--- src/rtl/neuron_mac_bank.sv ---
// Captures streamed weights per unit, then computes one signed dot product per unit, one multiply per cycle.
// Latency: first result 4 edges after the start edge, then one every 4 edges; done 1 edge after the last result.
// Backpressure: none; results are pulses that the consumer must take. Writes are dropped while busy.
module neuron_mac_bank #(
    parameter int DATA_W   = 8,
    parameter int N_UNITS  = 4,
    parameter int N_INPUTS = 4,
    parameter int ACC_W    = 18
) (
    input  logic                         clk,
    input  logic                         reset,
    input  logic [DATA_W-1:0]            ram_data,
    input  logic                         write,
    input  logic [$clog2(N_UNITS)-1:0]   unit_sel,
    input  logic [$clog2(N_INPUTS)-1:0]  unit_address,
    input  logic                         sum_trigger,
    input  logic [N_INPUTS*DATA_W-1:0]   in_vec,
    output logic [ACC_W-1:0]             unit_result,
    output logic [$clog2(N_UNITS)-1:0]   result_unit,
    output logic                         result_valid,
    output logic                         busy,
    output logic                         done
);
    localparam int UW = $clog2(N_UNITS);
    localparam int IW = $clog2(N_INPUTS);

    typedef enum logic [1:0] {IDLE, MAC, DONE} state_t;

    state_t                                        state_q, state_d;
    logic [N_UNITS-1:0][N_INPUTS-1:0][DATA_W-1:0]  weight_q, weight_d;
    logic [N_INPUTS-1:0][DATA_W-1:0]               in_reg_q, in_reg_d;
    logic signed [ACC_W-1:0]                       acc_q, acc_d;
    logic [UW-1:0]                                 unit_q, unit_d;
    logic [IW-1:0]                                 idx_q, idx_d;
    logic                                          trig_q, trig_d;
    logic [ACC_W-1:0]                              result_q, result_d;
    logic [UW-1:0]                                 runit_q, runit_d;
    logic                                          rvld_q, rvld_d;
    logic                                          busy_q, busy_d;
    logic                                          done_q, done_d;

    logic signed [2*DATA_W-1:0]                    prod;
    logic signed [ACC_W-1:0]                       acc_next;

    // The accumulator is wide enough for N_INPUTS worst-case products, so no saturation is needed.
    assign prod     = $signed(weight_q[unit_q][idx_q]) * $signed(in_reg_q[idx_q]);
    assign acc_next = acc_q + {{(ACC_W-2*DATA_W){prod[2*DATA_W-1]}}, prod};

    always_comb begin
        state_d  = state_q;
        weight_d = weight_q;
        in_reg_d = in_reg_q;
        acc_d    = acc_q;
        unit_d   = unit_q;
        idx_d    = idx_q;
        trig_d   = sum_trigger;
        result_d = result_q;
        runit_d  = runit_q;
        rvld_d   = 1'b0;
        busy_d   = busy_q;
        done_d   = 1'b0;
        case (state_q)
            IDLE: begin
                if (write) weight_d[unit_sel][unit_address] = ram_data;
                if (sum_trigger && !trig_q) begin
                    in_reg_d = in_vec;
                    unit_d   = '0;
                    idx_d    = '0;
                    acc_d    = '0;
                    busy_d   = 1'b1;
                    state_d  = MAC;
                end
            end
            MAC: begin
                if (idx_q == IW'(N_INPUTS-1)) begin
                    result_d = acc_next;
                    runit_d  = unit_q;
                    rvld_d   = 1'b1;
                    acc_d    = '0;
                    idx_d    = '0;
                    if (unit_q == UW'(N_UNITS-1)) state_d = DONE;
                    else                          unit_d  = unit_q + UW'(1);
                end else begin
                    acc_d = acc_next;
                    idx_d = idx_q + IW'(1);
                end
            end
            DONE: begin
                done_d  = 1'b1;
                busy_d  = 1'b0;
                state_d = IDLE;
            end
            default: state_d = IDLE;
        endcase
    end

    always_ff @(posedge clk or negedge reset) begin
        if (!reset) begin
            state_q  <= IDLE;
            weight_q <= '0;
            in_reg_q <= '0;
            acc_q    <= '0;
            unit_q   <= '0;
            idx_q    <= '0;
            trig_q   <= 1'b0;
            result_q <= '0;
            runit_q  <= '0;
            rvld_q   <= 1'b0;
            busy_q   <= 1'b0;
            done_q   <= 1'b0;
        end else begin
            state_q  <= state_d;
            weight_q <= weight_d;
            in_reg_q <= in_reg_d;
            acc_q    <= acc_d;
            unit_q   <= unit_d;
            idx_q    <= idx_d;
            trig_q   <= trig_d;
            result_q <= result_d;
            runit_q  <= runit_d;
            rvld_q   <= rvld_d;
            busy_q   <= busy_d;
            done_q   <= done_d;
        end
    end

    assign unit_result  = result_q;
    assign result_unit  = runit_q;
    assign result_valid = rvld_q;
    assign busy         = busy_q;
    assign done         = done_q;
endmodule

--- config.mk ---
export PLATFORM = sky130hd
export DESIGN_NAME = neuron_mac_bank
export DESIGN_NICKNAME = d
export VERILOG_FILES = /design/src/rtl/neuron_mac_bank.sv
export SDC_FILE = /design/constraint.sdc
export NUM_CORES = 1
export LEC_CHECK = 0
export ABC_AREA = 1
export CAP_MARGIN = 20
export CORE_MARGIN = 2
export CORE_UTILIZATION = 40
export DETAILED_ROUTE_END_ITERATION = 12
export DONT_BUFFER_PORTS = 1
export SLEW_MARGIN = 10
export SYNTH_ARGS = -nofsm -noshare
export SYNTH_HDL_FRONTEND = slang
export SYNTH_SLANG_ARGS = --single-unit
--- constraint.sdc ---
create_clock -name clk -period 5.6 [get_ports clk]
set_input_delay 1.4 -clock clk [delete_from_list [all_inputs] [get_ports clk]]
set_output_delay 1.4 -clock clk [all_outputs]
set_load 0.005 [all_outputs]
==> flow_summary_export.csv <==
group,metric,value,unit
status,status,"finished with violations",
status,violations,"negative setup slack",
timing,clock_skew,0.02600,ns
floorplan,row_count,64,
yosys,yosysUniqueCellTypes,44,
detailed_routing,routed_wl,34.69,mm
floorplan,die_width,180.4,um
yosys,synth_mux_area_share,0,%
floorplan,die_h,180.4,um
grt,grt_remaining_overflow,0,
detailed_routing,drc,0,
clock_tree,clk_latency,0.56,ns
worst_setup_path,r2r_slack,-0.57,ns
yosys,synthXorXnorAreaFrac,1.266,%
timing,max-slew-margin-rel,41.13,%
yosys,syn_inst,1515,
worst_setup_path,crit_top_cell,"fa_1",
yosys,yosysTopAreaCell,"dfrtp_1",
grt,grt_pass1_vias,10700,
yosys,synth_edf_count,0,
floorplan,core,30590,um2
yosys,yosys.area_share.adder,13.83,%
detailed_routing,dr_total_vias,10660,
worst_hold_path,min_path_type,"flop to flop",
yosys,synth_top_family_by_area,"simple AND/OR/NAND/NOR gates",
grt,grt_pass1_wl,55.95,mm
placed_design,io_buffers,0,
timing,hold_violations,0,
worst_setup_path,end_kind,"flop",
floorplan,initial_core_util,40.70,%
final_layout,area_delta_synth_final,29.09,%
yosys,ys_ff_latch,208,
worst_setup_path,worst_ep_arrival_time,6.60,ns
worst_setup_path,crit_slowest_cell,"fa_1",
clock_tree,root_buffer,"clkbuf_16",
worst_setup_path,critPathKind,"flop to flop",
timing,final-max-slew-violation-count,0,
yosys,avgSynthCellArea,8.217,um2
worst_hold_path,min_to,"in_reg_q[7]",
final_layout,antenna_cells,0,
clock_tree,cts_buffer_depth,3,
worst_hold_path,holdPathStages,2,
yosys,yosysWarnings,0,
clock_tree,cts_hold_buf,0,
timing,worst_slack,-0.5709,ns
timing,fin_crit_sh,110.2,%
yosys,syn_nets,1667,
worst_setup_path,worst-path-max-fanout,14,
yosys,synthArstFlopShare,100.0,%
clock_tree,clkSinkCount,208,
final_layout,drive_above_1_share,26.87,%
worst_setup_path,required,6.03,ns
worst_hold_path,hp-start,"in_reg_q[7]",
worst_setup_path,worstSetupStartpointType,"flop",
yosys,ys_seq_area_share,41.81,%
final_layout,fillerInstances,2811,
detailed_routing,ant_nets,0,
timing,min_period,6.171,ns
worst_setup_path,r2r_start,"unit_q[0]",
worst_setup_path,worst_r2r_path_depth,29,
floorplan,io-pin-count,71,
detailed_routing,via_per_inst,5.197,
detailed_routing,first_pass_iters,8,
grt,grt_antenna_before_repair,0,
timing,setup-tns-final,-8.558,ns
timing,timing.fmax,0.1621,GHz
yosys,synth_compound_area_share,14.82,%
grt,grtUsageTotal,20.94,%
timing,tightest_slew,0.8831,ns
detailed_routing,drtIter0Drc,769,
floorplan,die_area,32550,um2
yosys,synth_area,12450,um2
detailed_routing,wire_per_inst,16.91,um
clock_tree,cts-htree-levels,1,
clock_tree,cts_buffers,24,
placed_design,dpl.hpwl,23.51,mm
final_layout,final_nets,1791,
worst_setup_path,cpPeakStageDelay,0.54,ns
clock_tree,cts_tree,"built",
timing,rsz0062_at_grt,"yes",
clock_tree,clkTransAtPathRegs,0.06,ns
yosys,yosys.area_share.simple,20.83,%
job,max-cap-violations,0,
yosys,synth_flop_cell,"dfrtp_1",
yosys,synthTopCellsByArea,"dfrtp_1, nand2_1, o21ai_0, fa_1, ha_1",
timing,finalSetupViolations,20,
grt,grt_start_max_net_pins,209,
yosys,netlist.area_leader.share,41.81,%
placed_design,place.gp.congestion,0.8820,
worst_setup_path,worstReg2RegEnd,"unit_result[14]",
-- placed cells by master, fill, tap and decap left out, types with 8 or more instances in the layout --
cell	Yosys	routed
buf_6	1	16
nand4_1	8	8
ha_1	48	29
nor2_2	2	30
o21ai_1	5	29
ha_4	0	19
nand2_4	0	9
dfrtp_1	208	207
o221ai_1	25	16
inv_1	157	133
buf_12	0	12
nand2_1	395	353
nand2_2	3	36
a21oi_1	29	16
o21ai_0	227	185
o21ai_2	1	15
clkbuf_16	0	25
a21oi_2	0	9
nor2_1	142	103
fa_1	56	52
inv_2	5	23
buf_4	8	130
nand3_2	2	25
o221ai_2	0	9
or2_2	12	9
nor2_4	2	13
o211ai_1	8	8
nand3_1	59	35
-- per-layer routing --
metal,vias up,global-route usage (%),wire length (um)
li1,5174,-,-
met1,5224,29.01,16000
met2,205,34.35,16430
met3,61,2.930,1291
met4,0,6.065,966
met5,-,0,0
-- synthesized netlist by cell type, drive strengths merged (2+ instances only) --
| library cell | count |
|---|---|
| o21ai | 233 |
| nand3b | 3 |
| ha | 48 |
| clkbuf | 28 |
| nand2 | 398 |
| a32oi | 6 |
| inv | 162 |
| a32o | 3 |
| a21oi | 29 |
| nor3 | 4 |
| buf | 38 |
| nor2 | 146 |
| xnor2 | 9 |
| or2 | 14 |
| nand3 | 61 |
| dfrtp | 208 |
| o221ai | 25 |
| a31oi | 3 |
| nand4 | 8 |
| fa | 56 |
| o21bai | 2 |
| a21o | 4 |
| xor2 | 9 |
| o211ai | 8 |
| o22ai | 6 |
-- cells by family after synthesis --
| family | count (synthesis) |
|---|---|
| AND/OR/NAND/NOR | 635 |
| AO/OA/AOI/OAI | 322 |
| buffers and inverters | 228 |
| flip-flops | 208 |
| adder cells (fa/ha/maj) | 104 |
| XOR/XNOR | 18 |
-- flip-flops by register name (all words and copies together), names as in the netlist --
| signal | count |
|---|---|
| result_valid | 1 |
| acc_q | 18 |
| trig_q | 1 |
| idx_q | 2 |
| done | 1 |
| weight_q | 128 |
| unit_result | 18 |
| result_unit | 2 |
| unit_q | 2 |
| state_q | 2 |
| busy | 1 |
| in_reg_q | 32 |
-- through the flow --
stage / setup slack (ns) / utilization, % / cell area [um2] / std cells / hold WS [ns]
3_3_place_gp: -0.5857 / 45.08 / 13790 / 1966 / 0.4545
3_5_place_dp: -0.6792 / 45.08 / 13790 / 1966 / 0.4569
2_1_floorplan: 0.00008837 / - / 12670 / 1515 / 0.4407
4_1_cts: -0.4926 / 49.65 / 15190 / 2032 / 0.4739
5_1_grt: -0.7720 / 52.54 / 16070 / 2052 / 0.4988
6_report: -0.5709 / 52.54 / 16070 / 2052 / 0.4699
-- how the worst max path moves through the flow --
stage          slack (ns)       from         endpoint
6_report            -0.57  unit_q[0]  unit_result[14]
5_1_grt             -0.77  unit_q[0]        acc_q[14]
4_1_cts             -0.49  unit_q[0]        acc_q[17]
3_5_place_dp        -0.68  unit_q[0]  unit_result[15]
3_3_place_gp        -0.59  unit_q[0]        acc_q[17]
2_1_floorplan     0.00009  unit_q[0]        acc_q[14]
-- critical path: cells and delay by family (launching register included) --
family          cells  cell delay [ns]
compound gates      5             0.99
flops               1             0.46
buf+inv             7             0.61
simple gates       10             1.01
xor+xnor            1             0.25
fa+ha+maj           6             2.71
-- repair_timing --
action,4_1_cts,5_1_grt
setup buffers,21,19
resized for setup,105,193
setup endpoints to repair,22,26
pin swaps,42,85
cloned,2,1
-- layout make-up --
cell class                 count  area, um2  share of cell area (%)
clock inverter                10      132.6                  0.8253
clock buffer                  33      674.4                   4.197
sequential                   208       5206                   32.40
inverter                     162      625.6                   3.893
tap                          396      495.5                   3.083
multi-input combinational   1079       7415                   46.14
timing repair buffer         164       1521                   9.467
Power is not shown: default switching activity piles up to over one toggle a cycle in this logic, so the estimate is an artifact.
